[config.mk]
export PLATFORM = sky130hd
export DESIGN_NAME = ctrl_pipe
export DESIGN_NICKNAME = d
export VERILOG_FILES = /design/src/rtl/ctrl_pipe.sv
export SDC_FILE = /design/constraint.sdc
export NUM_CORES = 1
export LEC_CHECK = 0
export CAP_MARGIN = 40
export CORE_MARGIN = 1.5
export CORE_UTILIZATION = 25
export DETAILED_ROUTE_END_ITERATION = 8
export GPL_ROUTABILITY_DRIVEN = 0
export HOLD_SLACK_MARGIN = 0.02
export PLACE_DENSITY = 0.57
export SKIP_CTS_REPAIR_TIMING = 1
export SKIP_LAST_GASP = 1
export SLEW_MARGIN = 0
export SYNTH_ARGS = -nofsm -noshare
export SYNTH_HDL_FRONTEND = slang
export SYNTH_SLANG_ARGS = --single-unit
[constraint.sdc]
create_clock -name clk -period 3.85 [get_ports clk]
set_input_delay 0.9625 -clock clk [delete_from_list [all_inputs] [get_ports clk]]
set_output_delay 0.9625 -clock clk [all_outputs]
set_load 0.1 [all_outputs]
[src/rtl/ctrl_pipe.sv]
// ctrl_pipe: RV32I control path (decode, ID/EX, MEM_LAT MEM stages, MEM/WB).
// Optional: define CTRL_ILLEGAL_EN to flag unknown opcodes in EX.
module ctrl_pipe #(
  parameter int RA_W    = 5,
  parameter int MEM_LAT = 1
) (
  input  logic            clk,
  input  logic            rst,
  input  logic            id_valid_i,
  input  logic [6:0]      id_opcode_i,
  input  logic [RA_W-1:0] id_rs1_i,
  input  logic [RA_W-1:0] id_rs2_i,
  input  logic [RA_W-1:0] id_rd_i,
  input  logic            ex_flush_i,
  input  logic            hold_i,
  output logic            stall_o,
  output logic            ex_valid_o,
  output logic [1:0]      ex_alu_op_o,
  output logic [1:0]      ex_alu_src1_o,
  output logic [1:0]      ex_alu_src2_o,
  output logic            ex_branch_o,
  output logic            ex_jump_o,
  output logic            ex_jalr_o,
  output logic [RA_W-1:0] ex_rd_o,
  output logic            mem_valid_o,
  output logic            mem_rd_en_o,
  output logic            mem_wr_en_o,
  output logic [RA_W-1:0] mem_rd_o,
  output logic            wb_valid_o,
  output logic            wb_reg_wr_o,
  output logic [1:0]      wb_sel_o,
  output logic [RA_W-1:0] wb_rd_o,
  output logic            ex_illegal_o
);

  localparam logic [6:0] OP_R     = 7'b0110011;
  localparam logic [6:0] OP_I     = 7'b0010011;
  localparam logic [6:0] OP_LOAD  = 7'b0000011;
  localparam logic [6:0] OP_STORE = 7'b0100011;
  localparam logic [6:0] OP_BR    = 7'b1100011;
  localparam logic [6:0] OP_LUI   = 7'b0110111;
  localparam logic [6:0] OP_AUIPC = 7'b0010111;
  localparam logic [6:0] OP_JAL   = 7'b1101111;
  localparam logic [6:0] OP_JALR  = 7'b1100111;

  typedef struct packed {
    logic            valid;
    logic            reg_wr;
    logic            mem_rd;
    logic            mem_wr;
    logic [1:0]      alu_op;
    logic [1:0]      src1;
    logic [1:0]      src2;
    logic [1:0]      wb_sel;
    logic            branch;
    logic            jump;
    logic            jalr;
    logic            illegal;
    logic [RA_W-1:0] rd;
  } ex_t;

  typedef struct packed {
    logic            valid;
    logic            reg_wr;
    logic            mem_rd;
    logic            mem_wr;
    logic [1:0]      wb_sel;
    logic [RA_W-1:0] rd;
  } mem_t;

  typedef struct packed {
    logic            valid;
    logic            reg_wr;
    logic [1:0]      wb_sel;
    logic [RA_W-1:0] rd;
  } wb_t;

  ex_t                dec;
  ex_t                ex_d;
  ex_t                ex_q;
  mem_t [MEM_LAT-1:0] mem_d;
  mem_t [MEM_LAT-1:0] mem_q;
  wb_t                wb_d;
  wb_t                wb_q;
  logic               use_rs1;
  logic               use_rs2;
  logic               haz;

  // Decode the ID opcode into a full bundle; invalid ID gives a bubble
  always_comb begin
    dec     = '0;
    use_rs1 = 1'b0;
    use_rs2 = 1'b0;
    case (id_opcode_i)
      OP_R: begin
        dec.reg_wr = 1'b1;
        dec.alu_op = 2'b10;
        use_rs1    = 1'b1;
        use_rs2    = 1'b1;
      end
      OP_I: begin
        dec.reg_wr = 1'b1;
        dec.alu_op = 2'b10;
        dec.src2   = 2'b01;
        use_rs1    = 1'b1;
      end
      OP_LOAD: begin
        dec.reg_wr = 1'b1;
        dec.mem_rd = 1'b1;
        dec.src2   = 2'b01;
        dec.wb_sel = 2'b01;
        use_rs1    = 1'b1;
      end
      OP_STORE: begin
        dec.mem_wr = 1'b1;
        dec.src2   = 2'b01;
        use_rs1    = 1'b1;
        use_rs2    = 1'b1;
      end
      OP_BR: begin
        dec.alu_op = 2'b01;
        dec.branch = 1'b1;
        use_rs1    = 1'b1;
        use_rs2    = 1'b1;
      end
      OP_LUI: begin
        dec.reg_wr = 1'b1;
        dec.src1   = 2'b10;
        dec.src2   = 2'b01;
      end
      OP_AUIPC: begin
        dec.reg_wr = 1'b1;
        dec.src1   = 2'b01;
        dec.src2   = 2'b01;
      end
      OP_JAL: begin
        dec.reg_wr = 1'b1;
        dec.src1   = 2'b01;
        dec.src2   = 2'b10;
        dec.wb_sel = 2'b10;
        dec.jump   = 1'b1;
      end
      OP_JALR: begin
        dec.reg_wr = 1'b1;
        dec.src2   = 2'b01;
        dec.wb_sel = 2'b10;
        dec.jump   = 1'b1;
        dec.jalr   = 1'b1;
        use_rs1    = 1'b1;
      end
      default: begin
`ifdef CTRL_ILLEGAL_EN
        dec.illegal = 1'b1;
`else
        dec.illegal = 1'b0;
`endif
      end
    endcase
    dec.valid = 1'b1;
    dec.rd    = id_rd_i;
    if (!id_valid_i) begin
      dec = '0;
    end
  end

  // Load-use check against loads that have not reached the last MEM stage
  always_comb begin
    haz = 1'b0;
    if (ex_q.valid && ex_q.mem_rd && (ex_q.rd != '0)) begin
      if ((use_rs1 && (id_rs1_i == ex_q.rd)) ||
          (use_rs2 && (id_rs2_i == ex_q.rd))) begin
        haz = 1'b1;
      end
    end
    for (int i = 0; i < MEM_LAT - 1; i++) begin
      if (mem_q[i].valid && mem_q[i].mem_rd && (mem_q[i].rd != '0)) begin
        if ((use_rs1 && (id_rs1_i == mem_q[i].rd)) ||
            (use_rs2 && (id_rs2_i == mem_q[i].rd))) begin
          haz = 1'b1;
        end
      end
    end
  end

  assign stall_o = id_valid_i & haz & ~rst;

  // Advance the pipe unless frozen; flush or stall inserts an EX bubble
  always_comb begin
    ex_d  = ex_q;
    mem_d = mem_q;
    wb_d  = wb_q;
    if (!hold_i) begin
      if (ex_flush_i || stall_o) begin
        ex_d = '0;
      end else begin
        ex_d = dec;
      end
      mem_d[0].valid  = ex_q.valid;
      mem_d[0].reg_wr = ex_q.reg_wr;
      mem_d[0].mem_rd = ex_q.mem_rd;
      mem_d[0].mem_wr = ex_q.mem_wr;
      mem_d[0].wb_sel = ex_q.wb_sel;
      mem_d[0].rd     = ex_q.rd;
      for (int i = 1; i < MEM_LAT; i++) begin
        mem_d[i] = mem_q[i-1];
      end
      wb_d.valid  = mem_q[MEM_LAT-1].valid;
      wb_d.reg_wr = mem_q[MEM_LAT-1].reg_wr;
      wb_d.wb_sel = mem_q[MEM_LAT-1].wb_sel;
      wb_d.rd     = mem_q[MEM_LAT-1].rd;
    end
  end

  // Stage registers; reset drops everything in flight at once
  always_ff @(posedge clk or posedge rst) begin
    if (rst) begin
      ex_q  <= '0;
      mem_q <= '0;
      wb_q  <= '0;
    end else begin
      ex_q  <= ex_d;
      mem_q <= mem_d;
      wb_q  <= wb_d;
    end
  end

  assign ex_valid_o    = ex_q.valid;
  assign ex_alu_op_o   = ex_q.alu_op;
  assign ex_alu_src1_o = ex_q.src1;
  assign ex_alu_src2_o = ex_q.src2;
  assign ex_branch_o   = ex_q.branch;
  assign ex_jump_o     = ex_q.jump;
  assign ex_jalr_o     = ex_q.jalr;
  assign ex_rd_o       = ex_q.rd;
  assign ex_illegal_o  = ex_q.illegal;

  assign mem_valid_o = mem_q[MEM_LAT-1].valid;
  assign mem_rd_en_o = mem_q[MEM_LAT-1].mem_rd;
  assign mem_wr_en_o = mem_q[MEM_LAT-1].mem_wr;
  assign mem_rd_o    = mem_q[MEM_LAT-1].rd;

  assign wb_valid_o  = wb_q.valid;
  assign wb_reg_wr_o = wb_q.reg_wr;
  assign wb_sel_o    = wb_q.wb_sel;
  assign wb_rd_o     = wb_q.rd;

endmodule

-- After elaboration in Yosys (flattened, before gate mapping)
Cells that the tools add are included.
- register bits: 41
- equal/unequal tests: 11
- multiplexer cells: 16
- bitwise operators: 3
- reduce and logical (&&, ||, !) cells: 14
- operator list (kind ; number):
    $mux 21 ; 2
    $eq 7x6->1 const B ; 3
    $eq 7x7->1 const B ; 3
    $pmux 2 s2 ; 4
    $eq 7x5->1 const B ; 2
    $reduce_or 6->1 ; 2
    $eq 5x5->1 ; 2
    $mux 1 ; 10
    $eq 7x2->1 const B ; 1
    $reduce_or 7->1 ; 1
    $reduce_or 2->1 ; 3
    $reduce_bool 5->1 ; 1
    $logic_and 1x1->1 ; 4
    $reduce_or 3->1 ; 1
    $and 1x1->1 ; 2
    $logic_or 1x1->1 ; 2
    $not 1->1 ; 1

-- Longest topological paths before layout
Gate-level depths: netlist (run 1).
- word-level depth: 11
- mapped depth: 6

-- Worst setup path before layout (run 1)
OpenSTA, ideal clock, no wires.
- kind: input -> output
- from: input rst
- to: output stall_o
- arrival time: 2.574 ns
- required time: 2.888 ns
- path slack: 0.313 ns
- stages on the path: 5
- path buffers: 1
- cell sequence: inv_1 > and4_1 > o21ai_1 > a21oi_4 > buf_12
- longest elaborated chain between the ends: 2
- RTL lines (element ; RTL line ; RTL):
    start, declared ; 8 ; input logic rst,
    $not 1->1 ; 185 ; assign stall_o = id_valid_i & haz & ~rst;
    $and 1x1->1 ; 185 ;
    end, declared ; 16 ; output logic stall_o,
Every way passes these cells.

-- Worst setup path in the final report (run 1)
- from: input id_opcode_i[4]
- to: output stall_o
- longest elaborated chain between the ends: 9
- RTL lines (element ; RTL line ; RTL):
    start, declared ; 10 ; input logic [6:0] id_opcode_i,
    $eq 7x7->1 (tied with other cells) ; 94 ; case (id_opcode_i)
    $reduce_or 6->1 (no line) or $reduce_or 3->1 (tied branches) ; -- ;
    $mux 1 ; 94 ;
    $logic_and 1x1->1 (on tied branches) ; 170, 171 ;
    $logic_or 1x1->1 * ; 170 ; if ((use_rs1 && (id_rs1_i == ex_q.rd)) ||
    $mux 1 * ; 170 ;
    $mux 1 * ; 169 ; if (ex_q.valid && ex_q.mem_rd && (ex_q.rd != '0)) begin
    $and 1x1->1 * (2 in a row) ; 185 ;
Every way passes the cells marked *; elsewhere a longest branch is shown, timed or not.

==> flow_metrics.env, run 1 <==
export IMPL_io_pins=61
export IMPL_critPathCaptureType="output port"
export IMPL_routedWlPerCell_microns=13.0
export IMPL_grt_usage_pct=12.3
export IMPL_ys_top_cells_by_area="dfrtp_1 (49%), mux2_2 (11%), buf_4 (6.8%)"
export IMPL_ys_ff_latch=37
export IMPL_fp_row_count=31
export IMPL_total_power_mw=1.06
export IMPL_cp_slowest_stage_delay_ns=0.57
export IMPL_worstHoldStart="ex_q[17]"
export IMPL_hold_violations=0
export IMPL_clockBufferDepth=2
export IMPL_worst_r2r_startpoint="ex_rd_o[1]"
export IMPL_grtUsageMet3_pct=3.93
export IMPL_synth_seq_area_share_pct=49.3
export IMPL_rsz0062_at_grt="false"
export IMPL_grt_pass1_vias=1518
export IMPL_path_delay_family="simple AND/OR/NAND/NOR gates"
export IMPL_place_hpwl_microns=3500
export IMPL_period_minus_slack_ns=3.78
export IMPL_reg2regPathDepth=6
export IMPL_area_growth_pct=62.6
export IMPL_cts_tree="done"
export IMPL_timing_final_ws_setup_ns=0.0662
export IMPL_grt_max_degree=39
export IMPL_port_buffers=59
export IMPL_vias=1512
export IMPL_ant_nets=0
export IMPL_slew_violations=0
export IMPL_worstPathArrival_ns=2.82
export IMPL_hold_depth=2
export IMPL_crit_path_max_fanout=7
export IMPL_die_area_sq_um=8040
export IMPL_pwr_density_cell_nw_per_um2=347
export IMPL_hold_end="ex_q[17]"
export IMPL_vdd_drop_max_uv=114
export IMPL_fin_crit_sh_pct=98.3
export IMPL_fillers=707
export IMPL_final_nets=279
export IMPL_path_depth=6
export IMPL_whs_ns=0.490
export IMPL_dr_pass1_iters=4
export IMPL_ys_warn_count=0
export IMPL_max_cap_violations=0
export IMPL_met2_usage_pct=19.3
export IMPL_synth_top_cell_by_area="dfrtp_1"
export IMPL_p_leak_nw=1.35
export IMPL_async_flop_share_pct=100
export IMPL_cts_max_level=2
export IMPL_cp_slowest_cell="or4_4"
export IMPL_setup_viol=0
export IMPL_drc=0
export IMPL_synth_area_sq_um=1880
export IMPL_critical_path_cell_chain="clkdlybuf4s50_1 > a21boi_0 > nand4_1 > or4_4 > a21oi_4 > buf_12"
export IMPL_cts_buffers=5
export IMPL_yosysMostFrequentCell="dfrtp_1"
export IMPL_syn_area_per_cell_sq_um=11.0
export IMPL_grt_busiest_layer="met2"
export IMPL_pre_cts_ws_ns=0.0643
export IMPL_clock_sinks=37
export IMPL_status="completed"
export IMPL_clkLatencyLatePin_ns=0.28
export IMPL_fin_util_pct=42.1
export IMPL_yosysUniqueCellTypes=35
export IMPL_r2r_slack_ns=1.75
export IMPL_start_kind="input pin"
export IMPL_reg2reg_to="ex_alu_op_o[0]"
export IMPL_antenna_found_initial=0
export IMPL_cp_required_ns=2.89
export IMPL_grt_overflow_total=0
export IMPL_coreArea_sq_um=7250
export IMPL_diodes=0
export IMPL_syn_instance_count=171
export IMPL_routed_wl_microns=4580
export IMPL_fin_tns_setup_ns=0
export IMPL_syn_num_nets=198
export IMPL_clkTransAtPathRegs_ns=0.07
export IMPL_fmax_mhz=264
export IMPL_die_w_microns=89.7
export IMPL_drive_gt1_share_pct=32.4
export IMPL_synth_edf_count=0
export IMPL_clockRootBuffer="clkbuf_8"
export IMPL_start_util_pct=25.9
export IMPL_viasPerCell=4.30
export IMPL_finClkSkew_ns=0.00120
export IMPL_use_met1_pct=16.4
export IMPL_die_y_microns=89.7
export IMPL_first_iter_violations=66
export IMPL_grt_first_pass_wirelength_microns=7350
export IMPL_synth_commonest_cells="dfrtp_1 (37), nand2_1 (27), mux2_2 (19), buf_4 (17), o21ai_2 (9)"
export IMPL_worstSetupPathType="in2out"
export IMPL_synth_flop_cell="dfrtp_1"
export IMPL_hp_class="reg2reg"
export IMPL_synth_top_area_share_pct=49.3
export IMPL_critPathBufInv=2
==> flip-flops by register name (all words and copies together), names as in the netlist <==
register,flops
ex_alu_op_o,2
ex_alu_src1_o,2
ex_alu_src2_o,2
ex_jalr_o,1
ex_jump_o,1
ex_q,4
ex_rd_o,5
ex_valid_o,1
mem_q,2
mem_rd_en_o,1
mem_rd_o,5
mem_valid_o,1
mem_wr_en_o,1
wb_rd_o,5
wb_reg_wr_o,1
wb_sel_o,2
wb_valid_o,1
==> cell type report <==
type	instances	area, sq um	share of cell area, %
inverter	2	7.51	0.246
sequential	37	926	30.3
clock buffer	7	86.3	2.83
tap	99	124	4.06
multi-input combinational	109	771	25.2
clock inverter	1	30.0	0.984
timing repair buffer	97	1110	36.3
==> layout by cell type, fill, tap and decap left out, drive strengths merged, types with 2 or more instances in the layout <==
| master | n |
|---|---|
| mux2 | 19 |
| nand3 | 3 |
| buf | 42 |
| xor2 | 5 |
| or3 | 2 |
| dfrtp | 37 |
| o21ai | 19 |
| or3b | 2 |
| nand3b | 2 |
| clkdlybuf4s50 | 55 |
| nand2 | 27 |
| inv | 2 |
| xnor2 | 5 |
| clkbuf | 7 |
| or4 | 2 |
| nor2 | 8 |
| a32o | 2 |
==> how the worst max path moves through the flow <==
stage,slack [ns],to,start
2_1_floorplan,0.31,stall_o,rst
3_3_place_gp,0.06,stall_o,id_opcode_i[4]
3_5_place_dp,0.06,stall_o,id_opcode_i[4]
4_1_cts,0.06,stall_o,id_opcode_i[4]
5_1_grt,0.007,stall_o,id_opcode_i[4]
6_report,0.07,stall_o,id_opcode_i[4]
==> power breakdown <==
group	internal [mW]	switching [mW]	leakage [nW]
Clock	0.211	0.132	0.0585
Sequential	0.405	0.0148	0.507
Combinational	0.117	0.180	0.784
==> through the flow <==
stage,instance area (sq um),instances
floorplan,1880,171
global placement,2490,315
detailed placement,2940,344
CTS,3050,352
global route,3050,352
finish,3050,352
==> per-layer routing <==
metal	vias up	share of wire, %	wire length [microns]
met1	724	46	2110
met2	52	47	2150
met3	6	6.0	274
met5	-	0	0
li1	730	-	-
met4	0	0.92	42
==> worst reg2reg max path, stage by stage (launching register included) <==
cell and delay [ns]:
dfrtp_1 0.46, xnor2_1 0.24, nand4_1 0.14, or4_4 0.57, a21oi_4 0.18, buf_4 0.29
o21ai_1 0.11
==> logic make-up after synthesis <==
kind of cell	synth area share, %
AOI/OAI and AO/OA	10.1
xor gates and xnor gates	4.66
buffers and inverters	9.66
DFF	49.3
muxes	11.9
other	0.200
and+or+nand+nor	14.1
Power figures use the tool's default switching activity.
==> inputs of run 2 (changes only) <==
- clock period: 3.85 -> 3.97 ns (I/O delays scaled with it)
==> flow_metrics.env, run 2 (synthesis results as in run 1) <==
export IMPL_antenna_found_initial=0
export IMPL_path_delay_family="simple AND/OR/NAND/NOR gates"
export IMPL_cts_tree="done"
export IMPL_area_growth_pct=63.4
export IMPL_period_minus_slack_ns=3.87
export IMPL_io_pins=61
export IMPL_routed_wl_microns=4670
export IMPL_start_util_pct=25.9
export IMPL_critPathBufInv=2
export IMPL_grt_max_degree=39
export IMPL_clockBufferDepth=2
export IMPL_setup_viol=0
export IMPL_final_common_cell="clkdlybuf4s50_1"
export IMPL_final_nets=281
export IMPL_cts_max_level=2
export IMPL_cp_slowest_stage_delay_ns=0.57
export IMPL_die_area_sq_um=8040
export IMPL_grt_first_pass_wirelength_microns=7530
export IMPL_grt_usage_pct=12.5
export IMPL_clkTransAtPathRegs_ns=0.07
export IMPL_worstSetupPathType="in2out"
export IMPL_reg2regPathDepth=6
export IMPL_crit_path_max_fanout=7
export IMPL_fin_crit_sh_pct=97.5
export IMPL_critical_path_cell_chain="clkdlybuf4s50_1 > a21boi_0 > nand4_1 > or4_4 > a21oi_4 > buf_12"
export IMPL_rsz0062_at_grt="false"
export IMPL_port_buffers=59
export IMPL_fin_tns_setup_ns=0
export IMPL_ant_nets=0
export IMPL_vdd_drop_max_uv=104
export IMPL_worst_r2r_startpoint="ex_rd_o[1]"
export IMPL_start_kind="input pin"
export IMPL_routedWlPerCell_microns=13.2
export IMPL_critPathLaunch="id_opcode_i[4]"
export IMPL_path_depth=6
export IMPL_worstPathArrival_ns=2.88
export IMPL_die_w_microns=89.7
export IMPL_p_leak_nw=1.35
export IMPL_drc=0
export IMPL_viasPerCell=4.32
export IMPL_fmax_mhz=258
export IMPL_cts_buffers=5
export IMPL_grt_pass1_vias=1499
export IMPL_hp_class="reg2reg"
export IMPL_cp_slowest_cell="or4_4"
export IMPL_hold_violations=0
export IMPL_final_area_sq_um=3070
export IMPL_coreArea_sq_um=7250
export IMPL_dr_pass1_iters=4
export IMPL_pwr_density_cell_nw_per_um2=316
export IMPL_crit_end="stall_o"
export IMPL_r2r_slack_ns=1.89
export IMPL_critPathCaptureType="output port"
export IMPL_place_hpwl_microns=3490
export IMPL_clockRootBuffer="clkbuf_8"
export IMPL_fp_row_count=31
export IMPL_die_y_microns=89.7
export IMPL_finClkSkew_ns=0.00856
export IMPL_slew_violations=0
export IMPL_reg2reg_to="ex_q[17]"
export IMPL_clock_sinks=37
export IMPL_first_iter_violations=54
export IMPL_grt_overflow_total=0
export IMPL_max_cap_violations=0
export IMPL_diodes=0
export IMPL_dpl_cell_area_sq_um=2980
export IMPL_vias=1526
export IMPL_clkLatencyLatePin_ns=0.29
export IMPL_total_power_mw=0.971
export IMPL_cp_required_ns=2.98
export IMPL_drive_gt1_share_pct=31.5
export IMPL_status="completed"
export IMPL_layout_common_cells="clkdlybuf4s50_1 (58), dfrtp_1 (37), buf_8 (31)"
[run 2: changes by cell type in the layout (fill, tap and decap cells not counted), sizes merged]
cell / previous run / this run
buf: 42 / 41
bufinv: 1 / 0
clkdlybuf4s50: 55 / 58
[run 2: worst min path at each step]
stage,depth (start not counted),startpoint,slack (ns),end
4_1_cts,2,ex_alu_src2_o[0],0.49,ex_alu_src2_o[0]
3_5_place_dp,2,ex_alu_src2_o[0],0.47,ex_alu_src2_o[0]
6_report,2,ex_q[19],0.49,ex_q[19]
3_3_place_gp,2,ex_alu_src2_o[0],0.47,ex_alu_src2_o[0]
5_1_grt,1,wb_rd_o[1],0.52,wb_rd_o[1]
2_1_floorplan,2,ex_alu_src2_o[1],0.45,ex_alu_src2_o[1]
[run 2: metal layers]
| metal | wire [microns] | share of wire (%) | vias to the layer above | GRT usage (%) |
|---|---|---|---|---|
| met5 | 0 | 0 | - | 0 |
| met4 | 57 | 1.2 | 0 | 3.78 |
| met3 | 263 | 5.6 | 6 | 3.47 |
| met2 | 2120 | 45 | 55 | 18.8 |
| met1 | 2230 | 48 | 733 | 17.6 |
| li1 | - | - | 732 | - |
[run 2: tightest hold or removal path, cell delays in order (launching register included)]
cell     delay [ns]
dfrtp_1        0.34
nand2_1        0.05
o21ai_1        0.06
[run 2: per-stage QoR]
| stage | hold WS, ns | cells | worst slack [ns] | utilization, % |
|---|---|---|---|---|
| 2_1_floorplan | 0.454 | 171 | 0.373 | - |
| 4_1_cts | 0.490 | 353 | 0.0770 | 42.3 |
| 5_1_grt | 0.522 | 353 | 0.0267 | 42.3 |
| 3_3_place_gp | 0.467 | 314 | 0.0997 | 34.3 |
| 3_5_place_dp | 0.471 | 346 | 0.0823 | 41.1 |
| 6_report | 0.485 | 353 | 0.0973 | 42.3 |
[run 2: final cells by class]
class                      instances  area (sq um)
tap                               99           124
sequential                        37           926
inverter                           2          7.51
fill                             697          4190
clock buffer                       7          86.3
timing repair buffer              99          1150
multi-input combinational        109           771
[run 2: power by group]
group          internal [mW]  total (mW)  switching [mW]
combinational          0.119       0.296           0.177
sequential             0.393       0.406          0.0139
clock                  0.138       0.268           0.130
==> inputs of run 3 (changes only) <==
--- a/config.mk
+++ b/config.mk
@@ -7,3 +7,2 @@
 export LEC_CHECK = 0
-export CAP_MARGIN = 40
 export CORE_MARGIN = 1.5
@@ -20 +19,2 @@
 export SYNTH_SLANG_ARGS = --single-unit
+export TNS_END_PERCENT = 20
--- a/constraint.sdc
+++ b/constraint.sdc
@@ -3,2 +3,2 @@
 set_output_delay 0.9925 -clock clk [all_outputs]
-set_load 0.1 [all_outputs]
+set_load 0.005 [all_outputs]
==> flow_metrics.env, run 3 (synthesis results as in run 1) <==
export IMPL_status="completed"
export IMPL_worstHoldStart="ex_q[10]"
export IMPL_whs_ns=0.497
export IMPL_hold_depth=2
export IMPL_grt_usage_pct=11.9
export IMPL_start_util_pct=25.9
export IMPL_final_common_cell="clkdlybuf4s50_1"
export IMPL_clkLatencyLatePin_ns=0.28
export IMPL_rsz0062_at_grt="false"
export IMPL_cp_slowest_stage_delay_ns=0.53
export IMPL_fillers=760
export IMPL_grt_max_degree=39
export IMPL_antenna_found_initial=0
export IMPL_crit_path_max_fanout=2
export IMPL_vias=1384
export IMPL_cts_buffers=5
export IMPL_fin_crit_sh_pct=92.4
export IMPL_critPathCaptureType="output port"
export IMPL_vdd_drop_max_uv=162
export IMPL_fmax_mhz=273
export IMPL_die_area_sq_um=8040
export IMPL_reg2regPathDepth=6
export IMPL_multi_input_area_sq_um=781
export IMPL_place_hpwl_microns=3230
export IMPL_period_minus_slack_ns=3.67
export IMPL_cp_slowest_cell="or4_4"
export IMPL_worstPathArrival_ns=2.67
export IMPL_drive_gt1_share_pct=23.8
export IMPL_hold_end="ex_q[10]"
export IMPL_clockBufferDepth=2
export IMPL_critical_path_cell_chain="clkdlybuf4s50_1 > nand2_1 > or3_4 > or4_4 > a21oi_4 > dlymetal6s2s_1"
export IMPL_cts_tree="done"
export IMPL_seqCellArea_sq_um=926
export IMPL_dr_pass1_iters=4
export IMPL_die_w_microns=89.7
export IMPL_pwr_density_cell_nw_per_um2=331
export IMPL_p_leak_nw=1.16
export IMPL_worst_r2r_startpoint="ex_rd_o[0]"
export IMPL_instances_no_fill=326
export IMPL_clkTransAtPathRegs_ns=0.07
export IMPL_viasPerCell=4.25
export IMPL_layout_common_cells="clkdlybuf4s50_1 (58), dfrtp_1 (37), nand2_1 (27)"
export IMPL_grt_overflow_total=0
export IMPL_grt_pass1_vias=1443
export IMPL_start_kind="input pin"
export IMPL_r2r_slack_ns=1.94
export IMPL_grt_first_pass_wirelength_microns=7070
export IMPL_first_iter_violations=47
export IMPL_io_pins=61
export IMPL_worstSetupPathType="in2out"
export IMPL_port_buffers=59
export IMPL_area_growth_pct=40.4
export IMPL_hp_class="reg2reg"
export IMPL_slew_violations=0
export IMPL_max_cap_violations=0
export IMPL_drc=0
export IMPL_cp_required_ns=2.98
export IMPL_diodes=0
export IMPL_fin_tns_setup_ns=0
export IMPL_fp_row_count=31
export IMPL_clock_sinks=37
export IMPL_reg2reg_to="ex_q[10]"
export IMPL_routedWlPerCell_microns=13.6
export IMPL_die_y_microns=89.7
export IMPL_setup_viol=0
export IMPL_routed_wl_microns=4430
export IMPL_final_nets=253
export IMPL_ant_nets=0
export IMPL_dpl_cell_count=318
export IMPL_finClkSkew_ns=0.00667
export IMPL_hold_violations=0
export IMPL_coreArea_sq_um=7250
export IMPL_cts_max_level=2
export IMPL_clockRootBuffer="clkbuf_8"
[run 3: cell count changes in the layout (fill, tap and decap cells not counted)]
cell | previous run | this run
buf_8 | 31 | 0
buf_4 | 8 | 12
a21boi_0 | 1 | 0
a21boi_2 | 0 | 1
buf_12 | 1 | 0
buf_16 | 1 | 0
bufinv_16 | 0 | 1
dlymetal6s2s_1 | 0 | 1
nor4_1 | 1 | 0
nor4_2 | 0 | 1
[run 3: area by class of cell]
type                       count  share of cell area (%)
tap                           99                    4.70
inverter                       2                   0.285
timing repair buffer          71                    25.9
clock buffer                   7                    3.27
multi-input combinational    109                    29.6
clock inverter                 1                    1.14
sequential                    37                    35.1
[run 3: worst max-delay path by stage]
stage | start | endpoint | slack, ns | depth (start not counted)
2_1_floorplan | rst | stall_o | 0.45 | 5
3_3_place_gp | id_opcode_i[5] | stall_o | -0.31 | 6
3_5_place_dp | id_opcode_i[5] | stall_o | -0.29 | 6
4_1_cts | id_opcode_i[5] | stall_o | -0.30 | 6
5_1_grt | id_opcode_i[0] | stall_o | 0.23 | 6
6_report | id_opcode_i[1] | stall_o | 0.30 | 6
[run 3: critical path: cells and delay by family]
family                 cells  cell delay, ns
AOI/OAI and AO/OA          1            0.14
buffers and inverters      2            0.60
and+or+nand+nor            3            0.93
[run 3: power breakdown]
group	switching [mW]	total (mW)	internal [mW]	leakage, nW
sequential	0.0142	0.407	0.392	0.507
combinational	0.0478	0.127	0.0793	0.594
clock	0.134	0.339	0.205	0.0585
[run 3: routing by layer]
| layer | wire length, microns | vias to the layer above | track usage [%] |
|---|---|---|---|
| met5 | 0 | - | 0 |
| met4 | 53 | 0 | 4.62 |
| met3 | 243 | 5 | 2.93 |
| met2 | 1950 | 45 | 17.8 |
| met1 | 2180 | 652 | 16.5 |
| li1 | - | 682 | - |
[run 3: through the flow]
stage	power, mW	setup slack, ns	util (%)	instance area (sq um)
6_report	0.873	0.303	36.4	2640
3_3_place_gp	0.540	-0.311	34.6	2510
3_5_place_dp	0.542	-0.293	34.6	2510
5_1_grt	0.914	0.233	36.4	2640
2_1_floorplan	0.472	0.447	-	1880
4_1_cts	0.886	-0.300	36.2	2630
